==> src/rtl/opensync_transmit_pit_stamp.sv <==
// Purpose: overwrite the 8-byte dispatch_pit field of opensync m/s frames with the egress sync time.
// Latency: fixed 2 cycles for every byte, with write gaps preserved.
// Backpressure: none; the egress stream is never stalled, and frames need at least one idle cycle between them.
module opensync_transmit_pit_stamp #(
  parameter logic [31:0] P_TX_LATENCY = 32'd0
) (
  input  logic        i_clk,
  input  logic        i_rst_n,
  input  logic        i_tsn_or_tte,
  input  logic [31:0] iv_syn_clock_cycle,
  input  logic [63:0] iv_syn_clk,
  input  logic [7:0]  iv_data,
  input  logic        i_data_wr,
  output logic [7:0]  ov_data,
  output logic        o_data_wr,
  output logic        o_stamp_pulse,
  output logic [15:0] ov_stamp_cnt
);

  typedef enum logic [2:0] {
    WAIT_IDLE_S,
    IDLE_S,
    MATCH_S,
    STAMP_S,
    PASS_S
  } state_t;

  localparam logic [63:0] LAT64 = {32'd0, P_TX_LATENCY};

  state_t      state_q, state_d;
  logic [10:0] byte_cnt_q, byte_cnt_d;
  logic        data_wr_prev_q, data_wr_prev_d;
  logic [63:0] tx_syn_clk_q, tx_syn_clk_d;
  logic [63:0] stamp_q, stamp_d;
  logic [23:0] hdr_q, hdr_d;
  logic        wr1_q, wr1_d;
  logic [7:0]  dat1_q, dat1_d;
  logic        pulse1_q, pulse1_d;
  logic        wr2_q, wr2_d;
  logic [7:0]  dat2_q, dat2_d;
  logic        pulse2_q, pulse2_d;
  logic [15:0] stamp_cnt_q, stamp_cnt_d;

  logic        sof;
  logic [63:0] stamp_sum;
  logic [63:0] cycle64;
  logic        wrap;
  logic [2:0]  stamp_sel;

  assign ov_data       = dat2_q;
  assign o_data_wr     = wr2_q;
  assign o_stamp_pulse = pulse2_q;
  assign ov_stamp_cnt  = stamp_cnt_q;

  // Frame boundary detection, byte position, SOF time latch and the stamp value (ready after byte 1)
  always_comb begin
    sof            = i_data_wr & ~data_wr_prev_q;
    data_wr_prev_d = i_data_wr;
    byte_cnt_d     = '0;
    if (i_data_wr) begin
      byte_cnt_d = (byte_cnt_q == 11'h7FF) ? byte_cnt_q : byte_cnt_q + 11'd1;
    end
    tx_syn_clk_d = sof ? iv_syn_clk : tx_syn_clk_q;
    stamp_sum    = tx_syn_clk_q + LAT64;
    cycle64      = {32'd0, iv_syn_clock_cycle};
    // TTE time lives in [0, cycle); the latency addition can cross one cycle boundary at most
    wrap         = ~i_tsn_or_tte && (iv_syn_clock_cycle != 32'd0) && (stamp_sum >= cycle64);
    stamp_d      = stamp_q;
    if (i_data_wr && (byte_cnt_q == 11'd1)) begin
      stamp_d = wrap ? (stamp_sum - cycle64) : stamp_sum;
    end
  end

  // Frame classification FSM, stage-1 byte substitution and stamp accounting
  always_comb begin
    state_d     = state_q;
    hdr_d       = hdr_q;
    stamp_cnt_d = stamp_cnt_q;
    wr1_d       = i_data_wr;
    dat1_d      = iv_data;
    pulse1_d    = 1'b0;
    stamp_sel   = 3'd7 - byte_cnt_q[2:0];
    unique case (state_q)
      // A frame already running when reset released is never classified
      WAIT_IDLE_S: begin
        if (!i_data_wr) state_d = IDLE_S;
      end
      IDLE_S: begin
        if (sof) state_d = MATCH_S;
      end
      MATCH_S: begin
        if (!i_data_wr) begin
          state_d = IDLE_S;
        end else begin
          unique case (byte_cnt_q)
            11'd12: hdr_d[23:16] = iv_data;
            11'd13: hdr_d[15:8]  = iv_data;
            11'd14: hdr_d[7:0]   = iv_data;
            11'd15: begin
              if ((hdr_q == 24'hFF_01_06) && (iv_data == 8'h03)) state_d = STAMP_S;
              else                                                state_d = PASS_S;
            end
            default: ;
          endcase
        end
      end
      STAMP_S: begin
        if (!i_data_wr) begin
          state_d = IDLE_S;
        end else if (byte_cnt_q >= 11'd16 && byte_cnt_q <= 11'd23) begin
          dat1_d = stamp_q[{stamp_sel, 3'b000} +: 8];
          if (byte_cnt_q == 11'd23) begin
            state_d     = PASS_S;
            stamp_cnt_d = stamp_cnt_q + 16'd1;
            pulse1_d    = 1'b1;
          end
        end
      end
      PASS_S: begin
        if (!i_data_wr) state_d = IDLE_S;
      end
      default: state_d = WAIT_IDLE_S;
    endcase
  end

  // Second pipeline stage simply follows the first
  always_comb begin
    wr2_d    = wr1_q;
    dat2_d   = dat1_q;
    pulse2_d = pulse1_q;
  end

  // State and pipeline registers, all cleared asynchronously
  always_ff @(posedge i_clk or negedge i_rst_n) begin
    if (!i_rst_n) begin
      state_q        <= WAIT_IDLE_S;
      byte_cnt_q     <= '0;
      data_wr_prev_q <= 1'b0;
      tx_syn_clk_q   <= '0;
      stamp_q        <= '0;
      hdr_q          <= '0;
      wr1_q          <= 1'b0;
      dat1_q         <= '0;
      pulse1_q       <= 1'b0;
      wr2_q          <= 1'b0;
      dat2_q         <= '0;
      pulse2_q       <= 1'b0;
      stamp_cnt_q    <= '0;
    end else begin
      state_q        <= state_d;
      byte_cnt_q     <= byte_cnt_d;
      data_wr_prev_q <= data_wr_prev_d;
      tx_syn_clk_q   <= tx_syn_clk_d;
      stamp_q        <= stamp_d;
      hdr_q          <= hdr_d;
      wr1_q          <= wr1_d;
      dat1_q         <= dat1_d;
      pulse1_q       <= pulse1_d;
      wr2_q          <= wr2_d;
      dat2_q         <= dat2_d;
      pulse2_q       <= pulse2_d;
      stamp_cnt_q    <= stamp_cnt_d;
    end
  end

endmodule
==> config.mk <==
export PLATFORM = sky130hd
export DESIGN_NAME = opensync_transmit_pit_stamp
export DESIGN_NICKNAME = d
export VERILOG_FILES = /design/src/rtl/opensync_transmit_pit_stamp.sv
export SDC_FILE = /design/constraint.sdc
export NUM_CORES = 1
export LEC_CHECK = 0
export BUFFER_PORTS_ARGS = -buffer_cell sky130_fd_sc_hd__buf_4
export CORE_ASPECT_RATIO = 2
export CORE_MARGIN = 2
export CORE_UTILIZATION = 45
export CTS_CLUSTER_SIZE = 16
export DETAILED_ROUTE_END_ITERATION = 12
export GPL_ROUTABILITY_DRIVEN = 0
export HOLD_SLACK_MARGIN = 0.12
export SYNTH_ARGS = -nofsm -noshare
export SYNTH_HDL_FRONTEND = slang
export SYNTH_SLANG_ARGS = --single-unit
==> constraint.sdc <==
create_clock -name i_clk -period 3.3 [get_ports i_clk]
set_input_delay 0.165 -clock i_clk [delete_from_list [all_inputs] [get_ports i_clk]]
set_output_delay 0.165 -clock i_clk [all_outputs]
set_load 0.05 [all_outputs]
After elaboration in Yosys (flattened, before gate mapping). Index checks and enable logic that the tools add are counted.

Input port bits: 108. Bits in registers: 202.

Shift-type cells: 1. Magnitude comparators: 3. Eq/ne operators: 19. Reduce and logical (&&, ||, !) cells: 13. Bitwise gates (word level): 3. Add/subtract/negate cells: 4. Multiplexer cells: 19.

Operators by type and width (number): 64-bit by 32-bit greater-or-equal comparator with 1-bit output (1); 64-bit two-way mux (1); 64-bit by 7-bit indexed part select with 8-bit output (1); 64-bit by 32-bit subtractor with 64-bit output (1); 11-bit by 4-bit equality test with 1-bit output, second input constant (4); 32-bit nonzero test (1); 24-bit equality test, second input constant (1); 3-bit two-way mux (8); 8-bit two-way mux (3); 11-bit two-way mux (2); 16-bit by 1-bit adder with 16-bit output, second input constant (1); 3-bit case mux with 4 select lines (1); 11-bit by 1-bit adder with 11-bit output, second input constant (1); 11-bit by 1-bit equality test with 1-bit output, second input constant (1); 11-bit equality test, second input constant (1); 11-bit by 5-bit equality test with 1-bit output, second input constant (1); 11-bit by 5-bit greater-or-equal comparator with 1-bit output, second input constant (1); 11-bit by 5-bit less-or-equal comparator with 1-bit output, second input constant (1); 3-bit inequality test, second input constant (3); 3-bit AND reduction (3); 8-bit by 2-bit equality test with 1-bit output, second input constant (1); 3-bit by 2-bit equality test with 1-bit output, second input constant (2); 2-bit inequality test, second input constant (3); 1-bit logical AND (5); 10 further kinds (14).

Longest topological paths before layout. Gate-level depths: netlist of the first run.

Depth in word-level cells: 6. Gate-level depth with buffers: 13. Gate-level depth less buffers: 12.

Least setup slack after synthesis of the first run. No wires, ideal clock.

Path type: flip-flop to flip-flop. Start: register tx_syn_clk_q[31]. End: register stamp_q[55]. Arrival: 2.743 ns. Slack: 0.481 ns. Cell stages (with the launch flop): 12. Required time: 3.224 ns. Cell sequence: dfrtp_1 -> ha_1 -> bufbuf_16 -> nand2_1 -> nor4_4 -> a21boi_2 -> o2111ai_2 -> a31oi_4 -> nor4b_4 -> nand4_1 -> xor2_1 -> o21ai_1.

Word-level cells in the longest chain between the ends: 3. Elaborated cells on any way between the ends: 4. Classes of those cells: add/sub: 1; order compare: 1; mux: 1; reduce/logical: 1.

RTL lines: start: declaration (RTL line 33) `logic [63:0] tx_syn_clk_q, tx_syn_clk_d;`; start signal: assignment (RTL line 153) `tx_syn_clk_q <= tx_syn_clk_d;`; 64-bit by 32-bit greater-or-equal comparator with 1-bit output (RTL line 67) `wrap = ~i_tsn_or_tte && (iv_syn_clock_cycle != 32'd0) && (stamp_sum >= cycle64);`; 1-bit logical AND (RTL line 67); 64-bit two-way mux * (RTL line 70) `stamp_d = wrap ? (stamp_sum - cycle64) : stamp_sum;`; end signal: assignment (RTL line 154) `stamp_q <= stamp_d;`; end: declaration (RTL line 34) `logic [63:0] stamp_q, stamp_d;`.

Mark *: on every way between the ends. The rest lies on a longest branch, timed or not. A chain may end at the register's enable or synchronous reset.

Worst setup path in the final report of the first run.
Start: register tx_syn_clk_q[17]. End: register stamp_q[6].

Word-level cells in the longest chain between the ends: 3.

RTL lines (RTL line): 64-bit by 32-bit greater-or-equal comparator with 1-bit output (67); 1-bit logical AND (67); 64-bit two-way mux (70).

No other way between the ends.

==> results of run 1 <==
==> worst paths after layout <==
| path | from | end | slack, ps | cells after the start |
|---|---|---|---|---|
| min in group asynchronous | i_rst_n | ov_stamp_cnt[7] | 200 | 2 |
| worst min-delay path | iv_syn_clock_cycle[0] | stamp_q[0] | 130 | 4 |
| worst max register to register | tx_syn_clk_q[17] | stamp_q[6] | 110 | 12 |
| max in group asynchronous | i_rst_n | tx_syn_clk_q[61] | 2300 | 3 |
| worst min register to register | pulse1_q | o_stamp_pulse | 350 | 0 |
| worst max-delay path | tx_syn_clk_q[17] | stamp_q[6] | 110 | 12 |
==> state kept, by name, summed over array words and instances, names as in the netlist <==
name	flops
stamp_q	64
pulse1_q	1
hdr_q	24
dat1_q	8
o_data_wr	1
state_q	3
byte_cnt_q	11
ov_stamp_cnt	16
o_stamp_pulse	1
tx_syn_clk_q	64
ov_data	8
wr1_q	1
==> area by class of cell <==
| type | count | area (sq um) |
|---|---|---|
| clock inverter | 5 | 65.06 |
| inverter | 44 | 165.2 |
| timing repair buffer | 279 | 2336 |
| clock buffer | 31 | 603.1 |
| sequential | 202 | 5055 |
| tap | 336 | 420.4 |
| fill | 2213 | 10460 |
| multi-input combinational | 816 | 6036 |
==> Yosys cell counts (27+ instances only) <==
cell                       count  area (sq um)
sky130_fd_sc_hd__inv_1        44         165.2
sky130_fd_sc_hd__mux2_2       89          1002
sky130_fd_sc_hd__xnor2_1      45         394.1
sky130_fd_sc_hd__a21oi_1      51         255.2
sky130_fd_sc_hd__dfrtp_1     202          5055
sky130_fd_sc_hd__ha_1         37         462.9
sky130_fd_sc_hd__mux2i_1      34         340.3
sky130_fd_sc_hd__clkbuf_1     27         101.4
sky130_fd_sc_hd__o21ai_0      85         425.4
sky130_fd_sc_hd__nor2_1       61         229.0
sky130_fd_sc_hd__nand2_1     125         469.2
sky130_fd_sc_hd__xor2_1       33         289.0
==> layout by cell type (no fill, tap or decap), types with 19 or more instances in the layout <==
| master | instances |
|---|---|
| sky130_fd_sc_hd__nor2_1 | 60 |
| sky130_fd_sc_hd__nor4_1 | 19 |
| sky130_fd_sc_hd__nand2_1 | 124 |
| sky130_fd_sc_hd__inv_1 | 44 |
| sky130_fd_sc_hd__o21ai_0 | 84 |
| sky130_fd_sc_hd__xor2_1 | 33 |
| sky130_fd_sc_hd__ha_1 | 33 |
| sky130_fd_sc_hd__mux2i_1 | 34 |
| sky130_fd_sc_hd__clkbuf_16 | 21 |
| sky130_fd_sc_hd__mux2_2 | 89 |
| sky130_fd_sc_hd__dfrtp_1 | 202 |
| sky130_fd_sc_hd__nand3_1 | 25 |
| sky130_fd_sc_hd__a21oi_1 | 48 |
| sky130_fd_sc_hd__dlygate4sd3_1 | 74 |
| sky130_fd_sc_hd__nor3_1 | 23 |
| sky130_fd_sc_hd__buf_4 | 200 |
| sky130_fd_sc_hd__nand4_1 | 25 |
| sky130_fd_sc_hd__xnor2_1 | 45 |
==> metal layers <==
metal  vias up  global-route usage, %  wire, um
met3       114                  2.757      1147
met4         0                  17.02      2682
met2       257                  50.93     19800
li1       4470                      -         -
met5         -                      0         0
met1      4681                  24.94     11220
==> worst max-delay path, stage by stage (launching register included) <==
cell and delay (ps):
sky130_fd_sc_hd__dfrtp_1 450, sky130_fd_sc_hd__ha_1 350, sky130_fd_sc_hd__nand4_1 250, sky130_fd_sc_hd__nor4_2 350
sky130_fd_sc_hd__buf_4 160, sky130_fd_sc_hd__a31oi_1 70, sky130_fd_sc_hd__and4_1 270, sky130_fd_sc_hd__a31oi_4 280
sky130_fd_sc_hd__buf_4 190, sky130_fd_sc_hd__buf_4 240, sky130_fd_sc_hd__mux2i_1 230, sky130_fd_sc_hd__buf_4 150
sky130_fd_sc_hd__o21ai_0 60
==> power groups by stage <==
stage	logic [W]	registers (W)	clock network [W]
2_1_floorplan	0.00142	0.00316	0
3_3_place_gp	0.00208	0.00333	0
3_5_place_dp	0.00212	0.00334	0
4_1_cts	0.00219	0.00330	0.00240
5_1_grt	0.00243	0.00333	0.00249
6_report	0.00222	0.00330	0.00233
==> per-stage QoR <==
stage	area, sq um	TNS (ps)	power [W]
floorplan	11530	0	0.004586
global placement	13180	-49.08	0.005415
detailed placement	13180	-246.6	0.005454
CTS	14610	0	0.007887
global route	14680	0	0.008248
finish	14680	0	0.007860
==> timing repair <==
item	CTS	global route
pin swaps	1	3
hold endpoints to repair	161	0
hold buffers	74	0
resized for setup	2	16
endpoints found under the setup margin	11	33
buffers inserted	2	0
==> cell families (layout without fill, tap and decap cells) <==
| logic type | count (synthesis) | after routing |
|---|---|---|
| AND/OR/NAND/NOR | 346 | 346 |
| AO/OA/AOI/OAI | 215 | 215 |
| flip-flops | 202 | 202 |
| multiplexers | 139 | 139 |
| buffers and inverters | 92 | 359 |
| XOR/XNOR | 78 | 78 |
| adder cells (fa/ha/maj) | 38 | 38 |
==> impl.org, run 1 <==
** Critical path
- Worst Setup Start Kind :: flop
- For the worst setup path, the data required time is around 3700 ps.
- Data on the critical path arrives at its endpoint at 3560 ps.
- CP Max Fanout :: 13
- Kind of critical path :: flop to flop
- The worst setup path is captured at a flop.

** Drt
- Via-to-Cell Ratio :: 5.559
- Routed wirelength normalized by instance count :: between 20 and 25 um
- For this block, the via count after detailed routing is ~9.5k.
- The count of nets left with antenna violations once routing finished came out at 0.
- The routed design has between 30,000 and 40,000 um of wire.
- Detailed Route Iter0 Violations :: 499
- Detailed Routing Iterations Pass 1 :: 4
- In the routed design, unresolved DRC markers number 0.

** Floorplan
- Row Count :: a little over 80
- The initial utilization of the core area, before any placement, comes to 45.85%.
- The core region is between 0.02 and 0.03 sq mm.
- Die height :: between 200 and 250 um
- Pin placement for this block handled around 130 I/O pins.
- Die Footprint :: roughly 0.027 sq mm
- Width of the die :: between 100 and 150 um

** Logic synthesis
- Simple-gate share of the synthesized area :: 15.34%
- Yosys warns :: 0
- Net count of the mapped netlist :: roughly 1.3k
- Post-synthesis cell area :: about 0.012 sq mm
- For this run, the register share of the synthesized area comes to a little over two fifths.
- Number of flops mapped to enable cells by yosys :: 0
- After synthesis, the mean cell area works out to between 10 and 15 sq um.
- Count of state elements after synthesis :: 202
- The synthesized netlist devotes 11.40% of its cell area to compound gates.
- Cells after Synth :: 1,110
- Synth async-reset ratio :: 100.0%
- After synthesis, the netlist uses 76 different library cells.
- Synthesized-area fraction occupied by xor and xnor cells :: 5.927%
- The most used flip-flop cell after synthesis is sky130_fd_sc_hd__dfrtp_1.
- Of the post-synthesis cell area, the part taken by muxes is ~15%.
- Largest family of logic cells by synthesized area :: simple AND/OR/NAND/NOR gates
- Summing the areas of all fa, ha and maj instances in the mapped netlist gives 4.190% of the synthesized area.

** Timing
- The final critical path takes up 96.77% of the cycle.
- In this run the tightest slew margin relative to its limit is between 40% and 50%.
- Hold is met by 132.4 ps.
- Max-slew violation count :: 0
- Timing would allow up to between 0.3 and 0.4 GHz.
- The number of endpoints with negative hold slack in the final report is 0.
- Final setup margin :: between 100 and 150 ps
- Slew of the pin with the lowest slew margin :: roughly 900 ps
- Largest clock skew in the final design :: 21.89 ps
- Setup repair after global routing missed its margin :: false
- Counting I/O delays and the setup requirement, the final critical path takes around 3200 ps.
- Setup violations remaining at the end of the flow were counted as 0.

** Clock network
- CTS tree :: done
- CTS placed an instance of sky130_fd_sc_hd__clkbuf_16 at the clock tree root.
- Clock tree synthesis found a total of slightly above 200 sinks.
- For the worst-skew pair, the clock arrives at the later sink with an insertion delay of ~510 ps.
- Number of buffers created by CTS :: 21
- Clk slew on worst S/H paths :: roughly 60 ps
- The clock passes through at most 3 buffers.
- Number of H-tree branching levels :: 1

** Power and ir drop
- VDD sags by at most between 0.4 and 0.5 mV.
- Per report_power, the clock group accounts for between 20% and 30% of the total.
- Sequential cells burn roughly two fifths of the power.
- For this design the ratio of total power to cell area is 535.4 mW/mm^2.
- Net switching is between 30% and 40% of the power.
- In this run the static leakage power is roughly 6.6 nW.
- Per report_power, the combinational group accounts for between 20% and 30% of the total.
- The internal portion of the total power is approximately 0.0053 W.
- Reported net switching power :: around 0.0026 W

** Hold path
- Hold crit path type :: input port to flop

** Final layout
- Area added between synthesis and finish :: 27.37%
- 0 antenna diodes ended up in the layout.
- At the end of the flow the core is filled with cells to 58.40%.
- For this run, the number of standard cells in the final layout without fillers is 1,713.
- At the end of the flow, the number of nets in the layout was 1,510.
- In the final layout, the share of cells above drive strength 1 is ~28%.

** Global route
- Pin count of the biggest net entering global routing :: 100
- Number of global-route vias before repair :: approximately 10k
- Initial antenna violation count :: 0
- The first global-routing pass estimated roughly 54,000 um of wire.
- Total gr overflow :: 0
- All-Layer GR Usage :: roughly a quarter

** Place
- Number of cells in the design after placement :: 1,601
- Input and output buffers added on the ports amount to roughly 130.
- Before CTS, the worst setup slack after placement is -47.06 ps.
- HPWL reported at the end of detailed placement :: around 27,000 um

** Run
- Max-cap violations in this run came to 0.

** Run status
- The run finished with clean final reports.
Power figures use the tool's default switching activity.
==> run 2, diff against run 1 <==
- REMOVE_ABC_BUFFERS: unset -> 1
==> impl.org, run 2 (synthesis results as in run 1) <==
** Global route
- Pin count of the biggest net entering global routing :: 87 (was 100)
- The overflow left after global routing is 0 (unchanged).
- Number of global-route vias before repair :: 10.12k (was 10.05k)
- The number of antenna violations at the first check in global routing is 0 (unchanged).
- The first-pass GRT wire length came to 55,240 um (was 53,630 um).
- All-Layer GR Usage :: 27.06% (was 26.35%)

** Timing
- The maximum clock frequency is 0.3105 GHz (was 0.3131 GHz).
- The measured slew at the worst slew-check pin is 996.9 ps (was 883.3 ps).
- The minimum clock period is 3221 ps (was 3193 ps).
- The total of endpoints with negative setup slack in the final report is 0 (unchanged).
- Worst slew margin relative to its limit :: 33.40% (was 40.57%)
- The worst-case clock skew was 14.10 ps (was 21.89 ps).
- The number of endpoints with negative hold slack in the final report is 0 (unchanged).
- Setup repair after global routing missed its margin :: true (was false)
- Final cycle utilization of the critical path :: 97.60% (was 96.77%)
- The count of final max-slew check failures was 0 (unchanged).
- Sum of negative setup slack :: 0 ps (unchanged)

** Final layout
- Registers with the highest flip-flop counts :: stamp_q: 64 flops, tx_syn_clk_q: 64 flops, hdr_q: 24 flops (unchanged)
- Filler instances :: 2,202 (was 2,213)
- The most common library cell in the layout ignoring fill and taps was sky130_fd_sc_hd__buf_4 (was sky130_fd_sc_hd__dfrtp_1).
- The final standard cell count with taps included and fillers excluded is 1,722 (was 1,713).
- The area occupied by multi-input gates was 0.006003 sq mm (was 0.006036 sq mm).
- The number of nets in the finished design was 1,517 (was 1,510).
- The layout cell share with drive strength beyond 1 was 27.56% (was 27.60%).
- The antenna cell count came to 0 (unchanged).
- Commonest non-fill, non-tap cells in the layout :: sky130_fd_sc_hd__buf_4, sky130_fd_sc_hd__dfrtp_1, sky130_fd_sc_hd__nand2_1 (was sky130_fd_sc_hd__dfrtp_1, sky130_fd_sc_hd__buf_4, sky130_fd_sc_hd__nand2_1)
- Area added between synthesis and finish :: 28.09% (was 27.37%)
- The share of the core filled with cells came to 58.74% (was 58.40%).
- The register area is 0.005055 sq mm (unchanged).

** Floorplan
- Starting density of the core :: 45.85% (unchanged)
- The number of ports placed on the die boundary was 134 (unchanged).
- The number of placement rows was 82 (unchanged).
- The width of the die is 117.2 um (unchanged).
- Die height :: 230.3 um (unchanged)
- Core outline area :: 0.02514 sq mm (unchanged)
- The overall die area is 0.02699 sq mm (unchanged).

** Critical path
- CP Max Fanout :: 5 (was 13)
- The data arrival time of the worst path was 3600 ps (was 3560 ps).
- End of the critical path :: stamp_q[47] (was stamp_q[6])
- Endpoint of the worst-slack reg-to-reg timing path :: stamp_q[47] (was stamp_q[6])
- Crit path from :: tx_syn_clk_q[27] (was tx_syn_clk_q[17])
- The data required time of the critical path came to 3680 ps (was 3670 ps).
- Kind of critical path :: flop to flop (unchanged)
- The startpoint of the worst-slack reg-to-reg timing path is tx_syn_clk_q[27] (was tx_syn_clk_q[17]).
- The setup slack of the most critical reg-to-reg path came to 80 ps (was 110 ps).
- The worst reg-to-reg path cell count was 11 (was 12).
- The critical path startpoint category is a flop (unchanged).
- The critical path capture point type is a flop (unchanged).

** Clock network
- The worst-case clock buffer depth is 3 (unchanged).
- Clk slew on worst S/H paths :: 70 ps (was 60 ps)
- The clock latency of the later-clocked register in the worst-skew pair is 520 ps (was 510 ps).
- TritonCTS Sinks :: 202 (unchanged)
- CTS Root Cell :: sky130_fd_sc_hd__clkbuf_16 (unchanged)
- The depth of the CTS H-tree came to 1 (unchanged).
- The TritonCTS clock tree is done (unchanged).
- The TritonCTS buffer count was 21 (unchanged).

** Drt
- The total length of routed met3 wires was 1185 um (was 1147 um).
- DR vias :: 9,514 (was 9,522)
- The starting DRC count in detailed routing was 547 (was 499).
- The remaining antenna violation count came to 0 (unchanged).
- Routed wirelength normalized by instance count :: 20.65 um (was 20.34 um)
- Highest metal layer used by the detailed router :: met4 (unchanged)
- The DRC violations left was 0 (unchanged).
- The met1 wire length was 11,460 um (was 11,220 um).
- The total length of routed met2 wires was 20,540 um (was 19,800 um).
- The first-pass detailed-route iteration total was 5 (was 4).
- Via-to-Cell Ratio :: 5.525 (was 5.559)
- Total wire length after detailed routing :: 35,570 um (was 34,850 um)

** Power and ir drop
- The static power due to leakage came to 6.675 nW (was 6.609 nW).
- The worst voltage drop across the vdd grid was 0.3968 mV (was 0.4866 mV).
- The total power density per cell area was 546.1 mW/mm^2 (was 535.4 mW/mm^2).
- The total chip power came to 0.008063 W (was 0.007860 W).

** Run
- The max-cap violation count was 0 (unchanged).

** Hold path
- The path class of the lowest-slack min-delay path is input port to asynchronous set/reset pin (was input port to flop).

** Place
- HPWL reported at the end of detailed placement :: 27,630 um (was 26,840 um)
- The count of port buffers added during placement was 133 (unchanged).
- Number of cells in the design after placement :: 1,604 (was 1,601)

** Run status
- Outcome :: completed (unchanged)
[run 2: cell count changes in the layout (fill, tap and decap cells not counted), sizes merged]
cell	previous run	this run
buf	204	209
bufinv	1	3
clkbuf	32	27
clkinv	4	6
dlygate4sd3	74	76
inv	44	47
[run 2: layer usage]
metal,track usage (%),up-vias
met5,0,-
met4,14.85,0
met3,2.914,98
met2,53.23,267
met1,25.92,4654
li1,-,4495
[run 2: metrics by stage]
stage	cell area, sq um	worst slack, ps	hold WS, ps
floorplan	11170	-1050	-130.6
global placement	13190	147.7	291.1
detailed placement	13190	87.44	284.0
CTS	14690	88.43	282.1
global route	14760	-21.27	337.8
finish	14760	79.12	267.6
[run 2: worst min-delay path by stage]
stage | to | slack (ps) | cells after the start
after floorplan | byte_cnt_q[0] | -130 | 0
after global placement | hdr_q[14] | 290 | 1
after detailed placement | hdr_q[14] | 280 | 1
after CTS | stamp_q[59] | 280 | 6
after global routing | stamp_q[59] | 340 | 6
final | hdr_q[9] | 270 | 2
[run 2: final cells by class]
type	instances	area share, %
well taps	336	2.847
multi-input cells	816	40.66
inverters	44	1.119
flip-flops and latches	202	34.24
clock inverters	12	1.093
clock buffers	26	3.890
repair buffers	286	16.15
[run 2: what timing repair did]
item	CTS	global route
hold buffers	76	0
gates resized for setup	0	10
endpoints found under the hold margin	185	0
buffers inserted	0	4
endpoints found under the setup margin	0	21
[run 2: worst max-delay path, stage by stage, from the launching register on]
cell and delay [ps]:
sky130_fd_sc_hd__dfrtp_1 460, sky130_fd_sc_hd__ha_1 330, sky130_fd_sc_hd__nand4_1 200, sky130_fd_sc_hd__nor4_4 420, sky130_fd_sc_hd__a21boi_2 270, sky130_fd_sc_hd__o2111ai_4 170
sky130_fd_sc_hd__a31oi_4 290, sky130_fd_sc_hd__buf_4 170, sky130_fd_sc_hd__nand3_4 90, sky130_fd_sc_hd__a2111oi_4 450, sky130_fd_sc_hd__xnor2_1 170, sky130_fd_sc_hd__o21ai_1 70
[run 2: power breakdown]
part	leakage [nW]	switching [W]	internal, W
clock	0.363	0.00106	0.00149
sequential	2.53	0.000382	0.00290
combinational	3.78	0.00117	0.00106
